## src/rtl/noc_resp_pkg.sv

```systemverilog
// Shared definitions for the RAM-to-NoC response packetizer: flit/response codes,
// FSM state encoding, head-field bit positions and flit builders.
package noc_resp_pkg;

    localparam logic [1:0] FLIT_HEAD = 2'b10;
    localparam logic [1:0] FLIT_TAIL = 2'b11;
    localparam logic [1:0] RESP_WR   = 2'b01;
    localparam logic [1:0] RESP_RD   = 2'b10;

    localparam int HEAD_TYPE_LSB = 14;
    localparam int HEAD_RESP_LSB = 12;
    localparam int HEAD_BCNT_LSB = 10;
    localparam int HEAD_PAR_BIT  = 9;
    localparam int HEAD_DEST_LSB = 0;

    typedef enum logic [2:0] {
        ST_IDLE,
        ST_HEAD,
        ST_BODY1,
        ST_BODY2,
        ST_TAIL
    } state_t;

    function automatic logic [15:0] head_flit(input logic is_read, input logic parity,
                                              input logic [7:0] dest);
        logic [15:0] f;
        f = '0;
        f[HEAD_TYPE_LSB +: 2] = FLIT_HEAD;
        f[HEAD_RESP_LSB +: 2] = is_read ? RESP_RD : RESP_WR;
        f[HEAD_BCNT_LSB +: 2] = is_read ? 2'd2 : 2'd0;
        f[HEAD_PAR_BIT]       = parity;
        f[HEAD_DEST_LSB +: 8] = dest;
        return f;
    endfunction

    function automatic logic [15:0] tail_flit(input logic [13:0] addr);
        return {FLIT_TAIL, addr};
    endfunction

endpackage

```

## src/rtl/resp_fifo.sv

```systemverilog
// Synchronous power-of-two FIFO with a combinational read port that can look one
// entry past the front (i_peek) so the packetizer can start the next packet early.
module resp_fifo #(
    parameter int WIDTH = 47,
    parameter int DEPTH = 4
) (
    input  logic             i_clk,
    input  logic             i_rst,
    input  logic             i_push,
    input  logic [WIDTH-1:0] i_din,
    input  logic             i_pop,
    input  logic             i_peek,
    output logic [WIDTH-1:0] o_dout,
    output logic             o_full,
    output logic             o_empty,
    output logic             o_multi
);
    localparam int AW = $clog2(DEPTH);

    logic [WIDTH-1:0] r_mem [DEPTH];
    logic [AW:0]      r_wr_ptr;
    logic [AW:0]      r_rd_ptr;
    logic [AW:0]      w_count;
    logic [AW-1:0]    w_rd_idx;
    logic             w_do_push;
    logic             w_do_pop;

    assign w_count   = r_wr_ptr - r_rd_ptr;
    assign o_empty   = (w_count == '0);
    assign o_full    = (w_count == (AW+1)'(DEPTH));
    assign o_multi   = (w_count > (AW+1)'(1));
    assign w_do_pop  = i_pop && !o_empty;
    assign w_do_push = i_push && (!o_full || w_do_pop);
    assign w_rd_idx  = i_peek ? (r_rd_ptr[AW-1:0] + 1'b1) : r_rd_ptr[AW-1:0];
    assign o_dout    = r_mem[w_rd_idx];

    // NOTE: storage is deliberately not reset; the pointers alone define which entries are live.
    always_ff @(posedge i_clk) begin
        if (w_do_push) r_mem[r_wr_ptr[AW-1:0]] <= i_din;
    end

    // NOTE: clocked state uses non-blocking assignments so every register sees pre-edge values.
    always_ff @(posedge i_clk or negedge i_rst) begin
        if (!i_rst) begin
            r_wr_ptr <= '0;
            r_rd_ptr <= '0;
        end else begin
            if (w_do_push) r_wr_ptr <= r_wr_ptr + 1'b1;
            if (w_do_pop)  r_rd_ptr <= r_rd_ptr + 1'b1;
        end
    end

endmodule

```

## src/rtl/ram_to_noc_packetizer.sv

```systemverilog
// Buffers RAM read/write acks and serializes each into a 16-bit NoC response packet.
// Define RESP_PARITY_EN to place even parity of the read data in head bit 9.
module ram_to_noc_packetizer
    import noc_resp_pkg::*;
#(
    parameter int         RESP_DEPTH = 4,
    parameter int         ADDR_WIDTH = 14,
    parameter int         DATA_WIDTH = 32,
    parameter logic [7:0] DEST_ID    = 8'h00
) (
    input  logic                  i_clk,
    input  logic                  i_rst,
    input  logic                  i_write_ack,
    input  logic                  i_read_ack,
    input  logic [DATA_WIDTH-1:0] i_rdata,
    input  logic [ADDR_WIDTH-1:0] i_address,
    output logic [15:0]           o_flit,
    output logic                  o_flit_valid,
    input  logic                  i_flit_ready,
    output logic                  o_busy,
    output logic                  o_err
);
    typedef struct packed {
        logic                  is_read;
        logic [ADDR_WIDTH-1:0] addr;
        logic [DATA_WIDTH-1:0] data;
    } entry_t;

    state_t      r_state, w_state_nxt;
    logic [15:0] r_flit, w_flit_nxt;
    logic        r_flit_valid, w_valid_nxt;
    logic        r_err;

    entry_t      w_push_entry, w_front;
    logic        w_ack, w_push, w_pop, w_peek, w_hs;
    logic        w_full, w_empty, w_multi, w_parity;
    logic [15:0] w_head, w_tail;

    assign w_ack        = i_read_ack | i_write_ack;
    assign w_push       = w_ack && (!w_full || w_pop);
    assign w_push_entry = '{is_read: i_read_ack, addr: i_address,
                            data: i_read_ack ? i_rdata : '0};
    // In TAIL the current packet is fully loaded, so the read port looks ahead to the next entry.
    assign w_peek       = (r_state == ST_TAIL);
    assign w_hs         = r_flit_valid && i_flit_ready;

    resp_fifo #(.WIDTH($bits(entry_t)), .DEPTH(RESP_DEPTH)) u_fifo (
        .i_clk   (i_clk),
        .i_rst   (i_rst),
        .i_push  (w_push),
        .i_din   (w_push_entry),
        .i_pop   (w_pop),
        .i_peek  (w_peek),
        .o_dout  (w_front),
        .o_full  (w_full),
        .o_empty (w_empty),
        .o_multi (w_multi)
    );

`ifdef RESP_PARITY_EN
    assign w_parity = w_front.is_read & (^w_front.data);
`else
    assign w_parity = 1'b0;
`endif

    assign w_head = head_flit(w_front.is_read, w_parity, DEST_ID);
    assign w_tail = tail_flit(14'(w_front.addr));

    // NOTE: every output of this block gets a default first, so no path can infer a latch.
    always_comb begin
        w_state_nxt = r_state;
        w_flit_nxt  = r_flit;
        w_valid_nxt = r_flit_valid;
        w_pop       = 1'b0;
        case (r_state)
            ST_IDLE: if (!w_empty) begin
                w_flit_nxt  = w_head;
                w_valid_nxt = 1'b1;
                w_state_nxt = ST_HEAD;
            end
            ST_HEAD: if (w_hs) begin
                if (w_front.is_read) begin
                    w_flit_nxt  = w_front.data[31:16];
                    w_state_nxt = ST_BODY1;
                end else begin
                    w_flit_nxt  = w_tail;
                    w_state_nxt = ST_TAIL;
                end
            end
            ST_BODY1: if (w_hs) begin
                w_flit_nxt  = w_front.data[15:0];
                w_state_nxt = ST_BODY2;
            end
            ST_BODY2: if (w_hs) begin
                w_flit_nxt  = w_tail;
                w_state_nxt = ST_TAIL;
            end
            ST_TAIL: if (w_hs) begin
                w_pop = 1'b1;
                if (w_multi) begin
                    w_flit_nxt  = w_head;
                    w_state_nxt = ST_HEAD;
                end else begin
                    w_valid_nxt = 1'b0;
                    w_state_nxt = ST_IDLE;
                end
            end
            default: begin
                w_valid_nxt = 1'b0;
                w_state_nxt = ST_IDLE;
            end
        endcase
    end

    always_ff @(posedge i_clk or negedge i_rst) begin
        if (!i_rst) begin
            r_state      <= ST_IDLE;
            r_flit       <= '0;
            r_flit_valid <= 1'b0;
            r_err        <= 1'b0;
        end else begin
            r_state      <= w_state_nxt;
            r_flit       <= w_flit_nxt;
            r_flit_valid <= w_valid_nxt;
            if ((i_read_ack && i_write_ack) || (w_ack && !w_push)) r_err <= 1'b1;
        end
    end

    assign o_flit       = r_flit;
    assign o_flit_valid = r_flit_valid;
    assign o_busy       = !w_empty || (r_state != ST_IDLE);
    assign o_err        = r_err;

endmodule

```

## config.mk

```make
export PLATFORM = sky130hd
export DESIGN_NAME = ram_to_noc_packetizer
export DESIGN_NICKNAME = d
export VERILOG_FILES = /design/src/rtl/noc_resp_pkg.sv /design/src/rtl/resp_fifo.sv /design/src/rtl/ram_to_noc_packetizer.sv
export SDC_FILE = /design/constraint.sdc
export NUM_CORES = 1
export LEC_CHECK = 0
export ABC_AREA = 1
export CORE_MARGIN = 5
export CORE_UTILIZATION = 58
export DETAILED_ROUTE_END_ITERATION = 6
export GPL_TIMING_DRIVEN = 0
export PLACE_DENSITY = 0.8
export SETUP_SLACK_MARGIN = 0.1
export SYNTH_ARGS = -nofsm -noshare
export SYNTH_HDL_FRONTEND = slang
export SYNTH_HIERARCHICAL = 1
export SYNTH_SLANG_ARGS = --single-unit
```

## constraint.sdc

```tcl
create_clock -name i_clk -period 6 [get_ports i_clk]
set_input_delay 1.2 -clock i_clk [delete_from_list [all_inputs] [get_ports i_clk]]
set_output_delay 1.2 -clock i_clk [all_outputs]
set_load 0.05 [all_outputs]
```

## Yosys cells after proc, flatten, opt, wreduce, memory -nomap -nowiden

Memory sizes are Yosys's and may differ from the RTL's.
Index checks and enable logic that the tools add are counted.

- Bits in registers: 27
- Bits in latches: 0
- Memory bits (writable): 188
- ROM bits: 0
- Input port bits: 51
- Output and inout bits: 19
- Word-level logic and storage cells: 75
- Memories: 1

- Add/subtract/negate cells: 4
- $mul: 0
- Divide/modulo/power cells: 0
- Order comparisons: 1
- Equal/unequal tests: 12
- Shift operators: 0
- Multiplexer cells: 28
- Bitwise gates (word level): 2
- Reductions and logical operators: 21

Memory list:

| memory | words | width | rd ports | clocked after memory_dff | write ports | line | RTL |
|---|---|---|---|---|---|---|---|
| u_fifo.r_mem | 4 | 47 | 1 | 0 | 1 | resp_fifo.sv:20 | `logic [WIDTH-1:0] r_mem [DEPTH];` |

Operators with widths:

| cell | count |
|---|---|
| 16-bit two-way mux | 7 |
| 16-bit case mux with 5 select lines | 1 |
| 32-bit two-way mux | 1 |
| 3-bit two-way mux | 6 |
| 3-bit case mux with 5 select lines | 1 |
| 2-bit inequality test (second input constant) | 7 |
| 1-bit two-way mux | 8 |
| 7-bit AND reduction | 1 |
| 3-bit by 1-bit adder with 3-bit output (second input constant) | 2 |
| 3-bit by 2-bit == test with 1-bit output (second input constant) | 2 |
| 3-bit == test (second input constant) | 2 |
| 1-bit logical AND | 6 |
| 3-bit zero test | 2 |
| 2-bit two-way mux | 3 |
| 5-bit AND reduction | 1 |
| 5-bit nonzero test | 1 |
| 1-bit logical OR | 4 |
| 4-bit AND reduction | 1 |
| 3-bit by 1-bit == test with 1-bit output (second input constant) | 1 |
| 3-bit by 1-bit > comparator with 1-bit output (second input constant) | 1 |
| 1-bit zero test | 3 |
| 1-bit case mux with 3 select lines | 1 |
| 3-bit nonzero test | 1 |
| 3-bit OR reduction | 1 |
| 4 further kinds | 4 |

## Longest topological paths before layout

Gate-level depths: netlist (run 1).

- Word-level depth: 8
- Mapped depth: 20
- Gate-level depth less buffers: 16

## Cells and area by module

Netlist (run 1), hierarchy kept.

By module, submodules not included:

| module | instances | cells each | area each (um^2) | sequential area each (um^2) |
|---|---|---|---|---|
| resp_fifo | 1 | 526 | 7473.4 | 5795.6 |
| ram_to_noc_packetizer | 1 | 266 | 1637.8 | 525.5 |

## Worst setup path before layout (run 1)

OpenSTA, ideal clock, no wires.

- Path kind: input port to flip-flop
- Start point: input port i_flit_ready
- End point: memory u_fifo.r_mem[0][0] (enable)
- Arrival: 3.943 ns
- Required time: 5.548 ns
- Path slack: 1.605 ns
- Stages on the path: 6
- Buffers on the path: 0
- Cells stage by stage: nand2_1 > o21ai_0 > inv_1 > nor2_1 > nand2_1 > nor2_1

- Word-level cells in the longest chain between the ends: 8
- Elaborated cells between the ends (all ways): 10
- Those cells by class: 4 x mux; 6 x reduce/logical

RTL lines:

| element | line | RTL |
|---|---|---|
| start: declaration | ram_to_noc_packetizer.sv:19 | `input logic i_flit_ready,` |
| 1-bit logical AND | ram_to_noc_packetizer.sv:45 | `assign w_hs = r_flit_valid && i_flit_ready;` |
| 1-bit two-way mux | ram_to_noc_packetizer.sv:98 | `ST_TAIL: if (w_hs) begin` |
| 1-bit two-way mux | ram_to_noc_packetizer.sv:75 | `case (r_state)` |
| 1-bit logical OR | ram_to_noc_packetizer.sv:40 | `assign w_push = w_ack && (!w_full \|\| w_pop);` |
| 1-bit logical AND | ram_to_noc_packetizer.sv:40 |  |
| named net w_push | ram_to_noc_packetizer.sv:35 | `logic w_ack, w_push, w_pop, w_peek, w_hs;` |
| 1-bit logical AND | resp_fifo.sv:33 | `assign w_do_push = i_push && (!o_full \|\| w_do_pop);` |
| 1-bit two-way mux | resp_fifo.sv:39 | `if (w_do_push) r_mem[r_wr_ptr[AW-1:0]] <= i_din;` |
| 1-bit two-way mux (implied by the code) | resp_fifo.sv:39 |  |
| end: declaration | resp_fifo.sv:20 |  |

The timed path passes the listed nets, and every way through them passes these cells.

## Final worst setup path (run 1)

- Start point: register u_fifo.r_wr_ptr[0]
- End point: output port o_busy

- Word-level cells in the longest chain between the ends: 4

RTL lines:

| element | line | RTL |
|---|---|---|
| start: declaration | resp_fifo.sv:21 | `logic [AW:0] r_wr_ptr;` |
| start signal: assignment | resp_fifo.sv:48 | `if (w_do_push) r_wr_ptr <= r_wr_ptr + 1'b1;` |
| 3-bit subtractor | resp_fifo.sv:28 | `assign w_count = r_wr_ptr - r_rd_ptr;` |
| 3-bit zero test | resp_fifo.sv:29 | `assign o_empty = (w_count == '0);` |
| named net w_empty | ram_to_noc_packetizer.sv:36 | `logic w_full, w_empty, w_multi, w_parity;` |
| 1-bit zero test | ram_to_noc_packetizer.sv:131 | `assign o_busy = !w_empty \|\| (r_state != ST_IDLE);` |
| 1-bit logical OR | ram_to_noc_packetizer.sv:131 |  |
| end: declaration | ram_to_noc_packetizer.sv:20 | `output logic o_busy,` |

The timed path passes the listed nets, and every way through them passes these cells.

==> results of run 1 <==
per-layer routing:
metal  routed length (um)  vias up  track usage (%)
met5                    0        -                0
met2                10000      301             38.9
met1                 7970     2975             30.0
met4                  571        0             7.67
met3                 1900       43             3.97
li1                     -     2952                -
path summary, 6_finish.rpt:
check / cells past startpoint / slack (ns) / end / start
min reg2reg: 2 / 0.47 / o_err$_DFFE_PN0P_ / o_err$_DFFE_PN0P_
max: 11 / 1.71 / o_busy / u_fifo/r_wr_ptr[0]$_DFFE_PN0P_
max reg2reg: 13 / 2.42 / u_fifo/r_mem[1][30]$_DFFE_PP_ / u_fifo/r_wr_ptr[0]$_DFFE_PN0P_
min: 2 / 0.47 / o_err$_DFFE_PN0P_ / o_err$_DFFE_PN0P_
min in group asynchronous: 1 / 0.71 / o_flit[15]$_DFFE_PN0P_ / i_rst
max in group asynchronous: 1 / 4.89 / o_flit[1]$_DFFE_PN0P_ / i_rst
cells in the final DEF (no fill, tap or decap), drive strengths merged:
cell and n:
o22ai 47, dfrtp 27, ha 6, bufinv 3
clkdlybuf4s50 68, fa 1, a21oi 1, nand2 156
nor2 110, nor3 1, xor2 2, edfxtp 188
inv 59, nand4 10, o21ai 105, nand3 36
clkinv 8, clkbuf 42, buf 35
logic make-up (layout without fill, tap and decap cells):
group                    after synthesis  count (layout)  synth area share [%]
AND/OR/NAND/NOR                      313             313                  14.5
adder cells (fa/ha/maj)                7               7                  1.04
flip-flops                           215             215                  69.4
buffers and inverters                102             215                  5.77
AO/OA/AOI/OAI                        153             153                  9.13
XOR/XNOR                               2               2                 0.192
per-stage QoR:
step	hold slack [ns]	cells	util (%)	setup TNS (ns)
final	0.469	1116	71.1	0
after global routing	0.496	1116	71.1	0
after CTS	0.473	1116	71.1	0
after detailed placement	0.458	1076	66.4	0
after global placement	0.453	1072	65.7	-149.78
after floorplan	0.492	792	-	0
report_power, final:
group / internal, uW / total (uW) / switching (uW) / leakage (uW)
combinational: 819 / 2660 / 1840 / 0.00180
clock: 808 / 1350 / 539 / 0.000351
sequential: 2270 / 2430 / 155 / 0.00211
cell type report:
| type | instances | area, um^2 | share of cell area, % |
|---|---|---|---|
| Inverter | 59 | 224 | 2.06 |
| Sequential cell | 215 | 6320 | 58.1 |
| Multi-Input combinational cell | 475 | 2290 | 21.1 |
| Clock buffer | 29 | 577 | 5.30 |
| Clock inverter | 11 | 139 | 1.28 |
| Buffer | 43 | 302 | 2.77 |
| Tap cell | 211 | 264 | 2.43 |
| Timing Repair Buffer | 73 | 766 | 7.03 |
worst reg2reg max path: stages, from the launching register on:
cell	delay, ns
dfrtp_1	0.40
inv_1	0.11
ha_1	0.22
fa_1	0.39
nand3_1	0.10
nand2_1	0.09
inv_1	0.10
nor2_1	0.06
o21ai_0	0.10
inv_1	0.06
nor2_1	0.23
nand2_1	0.34
nor2_4	0.76
buf_12	0.30
flip-flops by register name, indices dropped and copies added (netlist names):
register         flops
u_fifo/r_wr_ptr      3
u_fifo/r_mem       188
o_flit              16
u_fifo/r_rd_ptr      3
o_err                1
r_state              3
o_flit_valid         1
==> metrics.yaml, run 1 <==
grtUsageTotal_pct: 22.8
grt_remaining_overflow: 0
h-tree-depth: 1
power.leakage_uw: 0.00425
fin_crit_ns: 4.29
avgSynthCellArea_um2: 11.5
outcome: "completed"
final_max_slew_viol_count: 0
setup_slack_ns: 1.71
vias: 6271
synthTopCellsByArea: "edfxtp_1 62%, dfrtp_1 7.4%, nand2_1 6.3%"
yosysWarnings: 6
postCtsResizedCells: 0
synth_async_sr_flop_share_pct: 12.6
die_w_um: 135
synthToLayoutAreaGrowth_pct: 19.5
fin_skew_ns: 0.0123
synth.most_common_cell: "edfxtp_1"
required_ns: 4.80
slowest_stage: "clkdlybuf4s50_1"
synth-edff-count: 188
postSynthCellCount: 792
nets: 947
p_per_area_nw_per_um2: 591
synth_common_cells: "188 x edfxtp_1, 153 x nand2_1, 107 x nor2_1, 84 x o21ai_0, 55 x inv_1"
cts_tree: "yes"
post-route-period-util_pct: 71.5
drtAntennaViolNets: 0
synth_top_cell_area_share_pct: 62.0
root_buffer: "clkbuf_16"
path_clk_slew_ns: 0.06
cts_buffers: 22
grt_pass1_wl_mm: 32.5
firstDrtPassIters: 5
fillers: 1084
crit_path_cell_trace: "inv_1, ha_1, fa_1, inv_1, nand2_1, nand2_1, inv_1, nand2_1, inv_1, nand3_2, clkdlybuf4s50_1"
synth_seq_cells: 215
initial_core_util_pct: 59.5
cts_sinks: 215
cap_violations: 0
post_cts_buffers: 0
ctsHoldBuffers: 0
slew_headroom_pct: 42.6
die_h_um: 135
synth_area_leader_cell: "edfxtp_1"
gp_congestion: 0.874
pre_cts_ws_ns: 1.53
criticalPathCategory: "reg -> out"
rsz0062_at_grt: "no"
port_buffers: 69
viasPerCell: 5.62
path_max_fanout: 4
cts_buffer_depth: 3
clock_latency_ns: 0.51
routed_wl_mm: 20.4
post-dp-hpwl_mm: 13.5
yosysUniqueCellTypes: 30
n_antenna_cell: 0
antenna_found_initial: 0
finalHoldViolCount: 0
placedInstanceArea_um2: 10200
syn_nets: 850
grt_pass1_vias: 6288
ir_drop_uv: 329
cp_num_buf_inv: 5
syn_area_um2: 9110
ys_seq_area_share_pct: 69.4
pin_count: 70
stdcell_area_um2: 10900
worst_slew_pin_slew_ns: 0.858
max_freq_ghz: 0.233
synth_ff_type: "edfxtp_1"
finalSetupViolations: 0
drc: 0
dieArea_um2: 18300
grt_start_max_net_pins: 30
core_area_um2: 15300
cp.arrival_ns: 3.09
initialDrtViolationCount: 528
cp-end-kind: "output pin"
startpoint_type: "register"
path_common_cell: "inv_1"
min_path_type: "reg -> reg"
drive_gt1_share_pct: 9.61
total_power_uw: 6430
rows: 45
cpPeakStageDelay_ns: 0.82
wire_per_inst_um: 18.3
critPathTopFamily: "buffers and inverters"
(Power assumes the default switching activity.)
==> inputs of run 2 (changes only) <==
==> constraint.sdc (replaced) <==
create_clock -name i_clk -period 4.25 [get_ports i_clk]
set_input_delay 0.85 -clock i_clk [delete_from_list [all_inputs] [get_ports i_clk]]
set_output_delay 0.85 -clock i_clk [all_outputs]
set_load 0.05 [all_outputs]
==> results of run 2 <==
The final DEF is identical to that of run 1. Status: completed.
Among the figures that moved: setup slack after placement 1.53 ns -> 0.130 ns; setup slack after layout 1.71 ns -> 0.310 ns; hold slack 0.469 ns -> 0.356 ns; register-to-register setup slack 2.42 ns -> 0.67 ns; total power 6430 uW -> 9080 uW; worst IR drop on VDD 329 uV -> 465 uV
==> inputs of run 3 (changes only) <==
--- a/config.mk
+++ b/config.mk
@@ -12,6 +12,7 @@
 export GPL_TIMING_DRIVEN = 0
 export PLACE_DENSITY = 0.8
 export SETUP_SLACK_MARGIN = 0.1
+export SKIP_CTS_REPAIR_TIMING = 1
 export SYNTH_ARGS = -nofsm -noshare
 export SYNTH_HDL_FRONTEND = slang
 export SYNTH_HIERARCHICAL = 1
==> results of run 3 <==
The final DEF is identical to that of run 1. Status: completed.
Among the figures that moved: setup slack after placement 1.53 ns -> 0.130 ns; setup slack after layout 1.71 ns -> 0.310 ns; hold slack 0.469 ns -> 0.356 ns; register-to-register setup slack 2.42 ns -> 0.67 ns; total power 6430 uW -> 9080 uW; worst IR drop on VDD 329 uV -> 465 uV
